**src/rtl/btu_stream_if.sv**
```systemverilog
// Valid/ready bundle between the operand fetch path and the bit-serial array.
//   master: drives cfg_n, in_valid, in_data, out_ready (upstream/downstream side)
//   slave : the transpose unit; drives in_ready, out_* and cfg_err
interface btu_stream_if #(
    parameter int unsigned LANES     = 4,
    parameter int unsigned NUM_ELEMS = 32,
    parameter int unsigned MAX_N     = 16,
    parameter int unsigned NW        = $clog2(MAX_N + 1)
);
    logic [NW-1:0]          cfg_n;
    logic                   in_valid;
    logic                   in_ready;
    logic [LANES*MAX_N-1:0] in_data;
    logic                   out_valid;
    logic                   out_ready;
    logic [NUM_ELEMS-1:0]   out_data;
    logic [NW-1:0]          out_idx;
    logic                   out_last;
    logic [NW-1:0]          out_num_rows;
    logic                   cfg_err;

    modport master (
        output cfg_n, in_valid, in_data, out_ready,
        input  in_ready, out_valid, out_data, out_idx, out_last, out_num_rows, cfg_err
    );

    modport slave (
        input  cfg_n, in_valid, in_data, out_ready,
        output in_ready, out_valid, out_data, out_idx, out_last, out_num_rows, cfg_err
    );
endinterface

```
**src/rtl/btu_stream_transpose.sv**
```systemverilog
// Streaming bit-plane transpose: collects NUM_ELEMS packed n-bit elements,
// LANES per input beat, then emits n rows where row k bit j = element j bit k.
// Ports:
//   clk, rst_n   clock, asynchronous active-low reset
//   bus (slave)  cfg_n/in_valid/in_ready/in_data input stream,
//                out_valid/out_ready/out_data/out_idx/out_last/out_num_rows
//                output stream, cfg_err pulse for an illegal cfg_n
// Optional macro BTU_DOUBLE_BUF_EN: two ping-pong banks so one block fills
// while the previous one drains.
module btu_stream_transpose #(
    parameter int unsigned LANES     = 4,
    parameter int unsigned NUM_ELEMS = 32,
    parameter int unsigned MAX_N     = 16
) (
    input  logic        clk,
    input  logic        rst_n,
    btu_stream_if.slave bus
);
    localparam int unsigned NW  = $clog2(MAX_N + 1);
    localparam int unsigned KW  = (MAX_N > 1) ? $clog2(MAX_N) : 1;
    localparam int unsigned NB  = NUM_ELEMS / LANES;
    localparam int unsigned BCW = (NB > 1) ? $clog2(NB) : 1;
`ifdef BTU_DOUBLE_BUF_EN
    localparam int unsigned NBANK = 2;
`else
    localparam int unsigned NBANK = 1;
`endif

    // DRAIN on the write side means "no free bank to fill".
    typedef enum logic [1:0] {IDLE, FILL, DRAIN} state_t;

    state_t               state_q, state_d;
    logic [NUM_ELEMS-1:0] plane_q [NBANK][MAX_N];
    logic [NUM_ELEMS-1:0] plane_d [NBANK][MAX_N];
    logic [NW-1:0]        bank_n_q [NBANK];
    logic [NW-1:0]        bank_n_d [NBANK];
    logic [NBANK-1:0]     full_q, full_d;
    logic [0:0]           wr_bank_q, wr_bank_d;
    logic [0:0]           rd_bank_q, rd_bank_d;
    logic [BCW-1:0]       wr_beat_q, wr_beat_d;

    logic                 in_ready_d;
    logic                 out_valid_d;
    logic [NUM_ELEMS-1:0] out_data_d;
    logic [NW-1:0]        out_idx_d;
    logic                 out_last_d;
    logic [NW-1:0]        out_num_rows_d;
    logic                 cfg_err_d;

    logic                 accept;
    logic                 out_hs;
    logic                 final_beat;
    logic                 n_bad;
    logic [NW-1:0]        n_sel;

    // Next-state, storage update and output computation.
    always_comb begin
        state_d    = state_q;
        plane_d    = plane_q;
        bank_n_d   = bank_n_q;
        full_d     = full_q;
        wr_bank_d  = wr_bank_q;
        rd_bank_d  = rd_bank_q;
        wr_beat_d  = wr_beat_q;
        out_idx_d  = bus.out_idx;
        cfg_err_d  = 1'b0;

        accept     = bus.in_valid && bus.in_ready;
        out_hs     = bus.out_valid && bus.out_ready;
        final_beat = accept && (wr_beat_q == BCW'(NB - 1));
        n_bad      = (bus.cfg_n == '0) || (bus.cfg_n > NW'(MAX_N));
        n_sel      = n_bad ? NW'(MAX_N) : bus.cfg_n;

        // Read side: advance the plane index, release the bank after plane n-1.
        if (out_hs) begin
            if (bus.out_last) begin
                full_d[rd_bank_q] = 1'b0;
                rd_bank_d         = (NBANK == 2) ? ~rd_bank_q : rd_bank_q;
                out_idx_d         = '0;
            end else begin
                out_idx_d = bus.out_idx + NW'(1);
            end
        end

        // Write side: scatter each lane's bits into the plane rows.
        if (accept) begin
            for (int k = 0; k < int'(MAX_N); k++) begin
                for (int i = 0; i < int'(LANES); i++) begin
                    plane_d[wr_bank_q][k][int'(wr_beat_q) * int'(LANES) + i] =
                        bus.in_data[i * int'(MAX_N) + k];
                end
            end
            if (state_q == IDLE) begin
                bank_n_d[wr_bank_q] = n_sel;
                cfg_err_d           = n_bad;
            end
            if (final_beat) begin
                full_d[wr_bank_q] = 1'b1;
                wr_bank_d         = (NBANK == 2) ? ~wr_bank_q : wr_bank_q;
                wr_beat_d         = '0;
            end else begin
                wr_beat_d = wr_beat_q + BCW'(1);
            end
        end

        case (state_q)
            IDLE: begin
                if (final_beat) begin
                    state_d = full_d[wr_bank_d] ? DRAIN : IDLE;
                end else if (accept) begin
                    state_d = FILL;
                end
            end
            FILL: begin
                if (final_beat) begin
                    state_d = full_d[wr_bank_d] ? DRAIN : IDLE;
                end
            end
            DRAIN: begin
                if (!full_d[wr_bank_q]) begin
                    state_d = IDLE;
                end
            end
            default: state_d = IDLE;
        endcase

        // Outputs are registered from next-state values, so the first row is
        // valid the cycle after the final beat and already includes its bits.
        in_ready_d     = (state_d != DRAIN);
        out_valid_d    = full_d[rd_bank_d];
        out_data_d     = out_valid_d ? plane_d[rd_bank_d][KW'(out_idx_d)] : '0;
        out_num_rows_d = out_valid_d ? bank_n_d[rd_bank_d] : '0;
        out_last_d     = out_valid_d && (out_idx_d == out_num_rows_d - NW'(1));
    end

    // Control and output registers.
    always_ff @(posedge clk or negedge rst_n) begin
        if (!rst_n) begin
            state_q          <= IDLE;
            full_q           <= '0;
            wr_bank_q        <= '0;
            rd_bank_q        <= '0;
            wr_beat_q        <= '0;
            for (int b = 0; b < int'(NBANK); b++) begin
                bank_n_q[b] <= '0;
            end
            bus.in_ready     <= 1'b0;
            bus.out_valid    <= 1'b0;
            bus.out_data     <= '0;
            bus.out_idx      <= '0;
            bus.out_last     <= 1'b0;
            bus.out_num_rows <= '0;
            bus.cfg_err      <= 1'b0;
        end else begin
            state_q          <= state_d;
            full_q           <= full_d;
            wr_bank_q        <= wr_bank_d;
            rd_bank_q        <= rd_bank_d;
            wr_beat_q        <= wr_beat_d;
            bank_n_q         <= bank_n_d;
            bus.in_ready     <= in_ready_d;
            bus.out_valid    <= out_valid_d;
            bus.out_data     <= out_data_d;
            bus.out_idx      <= out_idx_d;
            bus.out_last     <= out_last_d;
            bus.out_num_rows <= out_num_rows_d;
            bus.cfg_err      <= cfg_err_d;
        end
    end

    // Plane storage; contents are only read once a bank is marked full.
    always_ff @(posedge clk) begin
        plane_q <= plane_d;
    end
endmodule

```
**src/flat_wrapper.sv**
```systemverilog
// flat-port wrapper written by rule: the top's interface ports become plain ports
module btu_stream_transpose_flat 
#(
    parameter int unsigned LANES     = 4,
    parameter int unsigned NUM_ELEMS = 32,
    parameter int unsigned MAX_N     = 16
)
  (clk, rst_n, bus_cfg_n, bus_in_valid, bus_in_data, bus_out_ready, bus_in_ready, bus_out_valid, bus_out_data, bus_out_idx, bus_out_last, bus_out_num_rows, bus_cfg_err);
  btu_stream_if #(.LANES(LANES), .NUM_ELEMS(NUM_ELEMS), .MAX_N(MAX_N)) bus_i ();
  input  logic clk;
  input  logic rst_n;
  input wire logic [$bits(bus_i.cfg_n)-1:0] bus_cfg_n;
  input wire logic [$bits(bus_i.in_valid)-1:0] bus_in_valid;
  input wire logic [$bits(bus_i.in_data)-1:0] bus_in_data;
  input wire logic [$bits(bus_i.out_ready)-1:0] bus_out_ready;
  output wire logic [$bits(bus_i.in_ready)-1:0] bus_in_ready;
  output wire logic [$bits(bus_i.out_valid)-1:0] bus_out_valid;
  output wire logic [$bits(bus_i.out_data)-1:0] bus_out_data;
  output wire logic [$bits(bus_i.out_idx)-1:0] bus_out_idx;
  output wire logic [$bits(bus_i.out_last)-1:0] bus_out_last;
  output wire logic [$bits(bus_i.out_num_rows)-1:0] bus_out_num_rows;
  output wire logic [$bits(bus_i.cfg_err)-1:0] bus_cfg_err;
  assign bus_i.cfg_n = bus_cfg_n;
  assign bus_i.in_valid = bus_in_valid;
  assign bus_i.in_data = bus_in_data;
  assign bus_i.out_ready = bus_out_ready;
  assign bus_in_ready = bus_i.in_ready;
  assign bus_out_valid = bus_i.out_valid;
  assign bus_out_data = bus_i.out_data;
  assign bus_out_idx = bus_i.out_idx;
  assign bus_out_last = bus_i.out_last;
  assign bus_out_num_rows = bus_i.out_num_rows;
  assign bus_cfg_err = bus_i.cfg_err;
  btu_stream_transpose #(.LANES(LANES), .NUM_ELEMS(NUM_ELEMS), .MAX_N(MAX_N)) u_core (.clk(clk), .rst_n(rst_n), .bus(bus_i));
endmodule
```
**config.mk**
```make
export PLATFORM = sky130hd
export DESIGN_NAME = btu_stream_transpose_flat
export DESIGN_NICKNAME = d
export VERILOG_FILES = /design/src/rtl/btu_stream_if.sv /design/src/rtl/btu_stream_transpose.sv /design/src/flat_wrapper.sv
export SDC_FILE = /design/constraint.sdc
export NUM_CORES = 1
export LEC_CHECK = 0
export CORE_MARGIN = 10
export CORE_UTILIZATION = 50
export CTS_CLUSTER_DIAMETER = 200
export CTS_CLUSTER_SIZE = 14
export DETAILED_ROUTE_END_ITERATION = 8
export GPL_ROUTABILITY_DRIVEN = 0
export PLACE_DENSITY_LB_ADDON = 0.3
export SLEW_MARGIN = 25
export SYNTH_ARGS = -nofsm -noshare
export SYNTH_HDL_FRONTEND = slang
export SYNTH_SLANG_ARGS = --single-unit
export TNS_END_PERCENT = 20
```
**constraint.sdc**
```tcl
create_clock -name clk -period 3.3 [get_ports clk]
set_input_delay 0.495 -clock clk [delete_from_list [all_inputs] [get_ports clk]]
set_output_delay 0.495 -clock clk [all_outputs]
set_load 0.01 [all_outputs]
```
# Yosys cells after proc, flatten, opt, wreduce, memory -nomap -nowiden
# Index checks and enable logic that the tools add are counted.
totals:
  word_cells: 155
  inputBits: 73
  regBits: 568
classes:
  eq_ne: 5
  order_cmp: 10
  reduce_logical: 11
  bitwise: 1
  add_sub_neg: 6
  n_mux: 96
op_table:
  columns: ["op", "count"]
  rows:
  - ["bitwise mux 512 bit", 64]
  - ["two-way mux 512 bit", 1]
  - ["binary-select mux 32 bit (select 4 bit)", 1]
  - [">= comparator 32 x 1 -> 1 bit (second input constant)", 3]
  - ["< comparator 32 x 7 -> 1 bit (second input constant)", 3]
  - ["two-way mux 32 bit", 3]
  - ["two-way mux 5 bit", 6]
  - ["demux 1 bit (select 5 bit)", 3]
  - ["adder 5 x 2 -> 6 bit (second input constant)", 2]
  - ["two-way mux 1 bit", 10]
  - ["two-way mux 2 bit", 5]
  - ["logical AND 1 bit", 8]
  - ["adder 5 x 1 -> 6 bit (second input constant)", 1]
  - ["< comparator 5 x 6 -> 1 bit (second input constant)", 1]
  - ["one-hot mux 2 bit (3 select lines)", 1]
  - ["adder 5 x 1 -> 5 bit (second input constant)", 1]
  - ["equality test 5 bit", 1]
  - [">= comparator 5 x 1 -> 1 bit (second input constant)", 1]
  - [">= comparator 5 bit (second input constant)", 1]
  - ["greater-than comparator 5 bit (second input constant)", 1]
  - ["zero test 5 bit", 1]
  - ["NOT 4 -> 5 bit", 1]
  - ["subtractor 5 x 1 -> 5 bit (second input constant)", 1]
  - ["adder 3 x 1 -> 3 bit (second input constant)", 1]
  - ["8 further kinds", 8]

# Longest topological paths before layout
depth:
  word_depth: 73
  mapped_depth: 13

# Worst setup path after synthesis
# No wires, ideal clock.
synth_timing:
  kind: "input port to flip-flop"
  from: "input port bus_out_ready"
  to: "register u_core.bus.out_data[14]"
  stages: 9
  t_required_ns: 3.174
  slack_ns: 0.738
  t_arrival_ns: 2.436
  n_path_buf: 3
  path_cell_list: "buf_2 -> and2_4 -> buf_6 -> mux2i_4 -> buf_6 -> mux4_2 -> mux2i_1 -> o22ai_1 -> a221o_1"
synth_via:
  elab_chain_len: 7
  elab_cells_between_ends: 10
  classes_between: "mux (8); bitwise (1); reduce/logical (1)"
synth_rtl:
  columns: ["element", "line_no", "rtl"]
  rows:
  - ["start, declared", "flat_wrapper.sv:15", "input wire logic [$bits(bus_i.out_ready)-1:0] bus_out_ready;"]
  - ["logical AND 1 bit (*)", "btu_stream_transpose.sv:69", "out_hs = bus.out_valid && bus.out_ready;"]
  - ["two-way mux 5 bit", "btu_stream_transpose.sv:75", "if (out_hs) begin"]
  - ["NOT 4 -> 5 bit (not written as such)", "btu_stream_transpose.sv:131", "out_data_d = out_valid_d ? plane_d[rd_bank_d][KW'(out_idx_d)] : '0;"]
  - ["binary-select mux 32 bit (select 4 bit)", "btu_stream_transpose.sv:131", null]
  - ["two-way mux 32 bit (not written as such) (2 in series)", "btu_stream_transpose.sv:131", null]
  - ["two-way mux 32 bit (*)", "btu_stream_transpose.sv:131", null]
  - ["named net u_core.out_data_d[14]", "btu_stream_transpose.sv:44", "logic [NUM_ELEMS-1:0] out_data_d;"]
  - ["end signal, assigned", "btu_stream_transpose.sv:163", "bus.out_data <= out_data_d;"]
  - ["end, declared", "btu_stream_if.sv:29", "output in_ready, out_valid, out_data, out_idx, out_last, out_num_rows, cfg_err"]
# Mark *: on every way through the listed nets, which the timed path passes. The rest lies on a longest branch. The select of a mux whose other input is x is not followed.
# A chain may end at the register's enable or synchronous reset.

# Worst setup path after layout
layout_timing:
  from: "register u_core.bus.out_idx[0]"
  to: "register u_core.bus.out_data[9]"
layout_via:
  elab_chain_len: 8
layout_rtl:
  columns: ["element", "line_no", "rtl"]
  rows:
  - ["start, declared", "btu_stream_if.sv:29", null]
  - ["start signal, assigned", "btu_stream_transpose.sv:164", "bus.out_idx <= out_idx_d;"]
  - ["adder 5 x 1 -> 5 bit", "btu_stream_transpose.sv:81", "out_idx_d = bus.out_idx + NW'(1);"]
  - ["two-way mux 5 bit", "btu_stream_transpose.sv:76", "if (bus.out_last) begin"]
  - ["two-way mux 5 bit (*)", "btu_stream_transpose.sv:75", null]
  - ["NOT 4 -> 5 bit (not written as such) (*)", "btu_stream_transpose.sv:131", null]
  - ["binary-select mux 32 bit (select 4 bit) (*)", "btu_stream_transpose.sv:131", null]
  - ["two-way mux 32 bit (not written as such) (*) (2 in series)", "btu_stream_transpose.sv:131", null]
  - ["two-way mux 32 bit (*)", "btu_stream_transpose.sv:131", null]
  - ["named net u_core.out_data_d[9]", "btu_stream_transpose.sv:44", null]
# Marked as above.

==> results.md <==
- H-tree depth: 2
- HPWL after DPL: 68600 um
- Pin count of the biggest net entering global routing: 57
- Initial drt markers: 3458
- PwrDens: 1196 nW/um^2
- Post-CTS setup buffers: 0
- Vias in the first global route: 23500
- Top_reg_cell synth: dfxtp_1
- Drt pass-1 iters: 6
- Area growth syn-to-layout: 18.30%
- Final setup TNS: 0 ns
- Initial antenna violation count: 9
- Synthesized area per cell: about 7.3 um^2
- Fmax: 328.5 MHz
- Setup crit end kind: register
- Post-Route Skew: 0.02439 ns
- Hold Buf Count CTS: 0
- CP Cell Sequence: ha_1 -> nor2b_1 -> mux2i_4 -> inv_4 -> buf_4 -> mux4_2 -> nor2_1 -> a21oi_1 -> o2111ai_1 -> o21ai_0
- Fraction of layout cells with a size suffix above 1: 11.10%
- Adder-Cell Fraction of Synth Area: 0.2447%
- Worst hold path class: primary input to async pin
- Clock-pin slew on the worst setup and hold paths: 0.07 ns
- Slowest cell on crit path: mux4_2
- Nets: 3745
- Post_cts resized: 0
- Clock Tree Root: clkbuf_16
- Total global routing track utilization: 31.25%
- CTS tree: built
- Via/cell ratio: 5.897
- Post-layout util: 60.03%
- First-pass GRT wire length: 146400 um
- Worst-margin pin slew: 0.8415 ns
- CP startpoint kind: register
- DRC: 0
- Synth async-reset ratio: 9.859%
- Max Buffers Root-to-Sink: 3
- Die X: 246.1 um
- Maximum Capacitance Violations: 0
- Worst-path maximum fanout: 14
- CTS sink count: 568
- Crit path largest cell delay: 0.50 ns
- Die Y: 246.1 um
- Post-synth EDFFs: 0
- Count leader, synth: nand2_1
- Total power draw: between 30 and 40 mW
- Final hold vios: 21
- Failing checks: negative hold slack
- Crit Path Class: register to register
- Main combinational cell family by area after synthesis: simple AND/OR/NAND/NOR gates
- Synth Instances: 3524
- Commonest cells in the netlist: 1861 x nand2_1, 512 x dfxtp_1, 185 x clkbuf_1
- Leak pwr: 14.56 nW
- Core ar.: 50380 um^2
- Antenna-violating nets left: 0
- Mux cell area share after synthesis: 4.895%
- Num CTS Buffers: 46
- CP bufs+invs: 2
- Setup-failing EPs final: 0
- Tmin final: 3.044 ns
- FF+latch count, synth: 568
- Mapped Area: 25560 um^2
- Routed WL per cell: 22.49 um
- Fin. max-slew vios: 0
- Top Family by Delay on Critical Path: multiplexers
- Crit path DAT: ~3.5 ns
- IO Pins: around 120
- Worst slew margin: 43.90%
- Peak supply drop: 0.5603 mV
- Sequential area share after synthesis: 45.58%
- Row cnt: 82
- Final hold slack: -0.006626 ns
- Worst flop-to-flop path startpoint: u_core.bus.out_idx[0]$_DFF_PN0_
- CP startpoint: u_core.bus.out_idx[0]$_DFF_PN0_
- Synth Area in Compound Gates: 9.970%
- Synth top area share: 40.10%
- Area contributors post-synth: dfxtp_1 40%, nand2_1 27%, dfrtp_1 5.5%
- Post-synthesis xor/xnor area fraction: less than 1%
- PnR worst setup slack: 0.2561 ns
- Buffers added on ports: 118
- Dpl ws: -0.1498 ns
- Initial Util: approximately half
- Outcome: finished, violations left
- Number of library cell types mapped by synthesis: 74
- Total grt overflow: 0
- Area leader, netlist: dfxtp_1
- Final worst path period share: about 92%
- Full die area: 60570 um^2
- RSZ-0062 raised after global routing: false
- Worst Path Required: 3.73 ns
- Worst skew pair latency: around 0.61 ns
- Final wirelength: just under 100000 um
- Synth warnings: 0
- Simple-Gate Fraction of Synth Area: between 30% and 40%
- Net Count, Synth: 3602
- Vias: 25730
[kinds of logic (layout without fill, tap and decap cells)]
| kind of cell | count (synthesis) | after routing |
|---|---|---|
| AO/OA/AOI/OAI | 371 | 371 |
| buffers and inverters | 318 | 478 |
| other | 0 | 7 |
| AND/OR/NAND/NOR | 2177 | 2177 |
| flip-flops | 568 | 568 |
| XOR/XNOR | 6 | 6 |
| adder cells (fa/ha/maj) | 5 | 5 |
| multiplexers | 79 | 79 |
[stage by stage]
| stage | std cells | area (um^2) |
|---|---|---|
| 3_5_place_dp | 4291 | 28930 |
| 3_3_place_gp | 4291 | 28930 |
| 2_1_floorplan | 3524 | 25560 |
| 4_1_cts | 4356 | 30220 |
| 5_1_grt | 4359 | 30230 |
| 6_report | 4363 | 30240 |
[worst reg2reg max path, stage by stage (launching register included)]
cell,delay [ns]
dfrtp_1,0.47
ha_1,0.31
nor2b_1,0.21
mux2i_4,0.15
inv_4,0.25
buf_4,0.24
mux4_2,0.51
nor2_1,0.10
a21oi_1,0.07
o2111ai_1,0.31
o21ai_0,0.25
[report_power, final]
part	total [mW]	switching, mW	leakage (nW)	internal [mW]
clock	5.24	2.56	0.626	2.68
sequential	12.1	1.98	5.00	10.2
combinational	18.8	11.2	8.93	7.58
total	36.2	15.8	14.6	20.4
[registers in the layout, summed over array words and instances, names as in the netlist]
signal	cells
u_core.bus.in_ready	1
u_core.plane_q	512
u_core.bank_n_q	5
u_core.bus.out_idx	5
u_core.full_q	1
u_core.bus.out_num_rows	5
u_core.bus.out_last	1
u_core.state_q	2
u_core.bus.out_data	32
u_core.wr_beat_q	3
u_core.bus.cfg_err	1
[worst paths after layout]
path,endpoint,slack [ns],cells after the start
setup / recovery,u_core.bus.out_data[9]$_DFF_PN0_,0.26,10
hold / removal,u_core.wr_beat_q[2]$_DFFE_PN0N_,-0.007,1
max in group asynchronous,u_core.bus.out_data[30]$_DFF_PN0_,2.75,1
hold reg to reg,u_core.plane_q[79]$_DFF_P_,0.44,2
setup reg to reg,u_core.bus.out_data[9]$_DFF_PN0_,0.26,10
min in group clk,u_core.plane_q[79]$_DFF_P_,0.44,2
[area by class of cell]
type,count,area (um^2)
Antenna cell,7,17.52
Inverter,10,47.55
Fill cell,4486,20130
Clock inverter,1,8.758
Sequential cell,568,11650
Timing Repair Buffer,403,3731
Tap cell,672,840.8
Multi-Input combinational cell,2638,12660
Clock buffer,64,1282
[metal layers]
layer	vias to the layer above	global-route usage, %	wire length [um]
met5	-	0	39
met4	6	15.52	5308
met3	312	7.661	11650
met2	1707	47.82	42810
met1	12040	40.52	38310
li1	11670	-	-
[cells in the final DEF (no fill, tap or decap), types with 5 or more instances in the layout]
cell type        count
nor3_1              25
o22ai_1             10
clkbuf_16           49
a21oi_1            104
nand2_1           1855
a31oi_1             14
nor2b_1              5
o211ai_1             9
a311oi_1            37
and3_1              77
o31ai_1              7
buf_12              33
clkdlybuf4s50_1    117
inv_1                7
o21ai_1              5
mux2i_1             36
a211oi_1            67
diode_2              7
nand3_1             59
or3_1                6
o32ai_1             12
dfxtp_1            512
clkbuf_1            15
mux2_2               6
a21o_1               5
o221ai_1            11
nor2_1             102
o21ai_0             41
a221o_1             10
a211o_1              6
xnor2_1              5
ha_1                 5
mux4_2              32
nand2b_1             7
buf_4              253
dfrtp_1             56
Power figures use the tool's default switching activity.
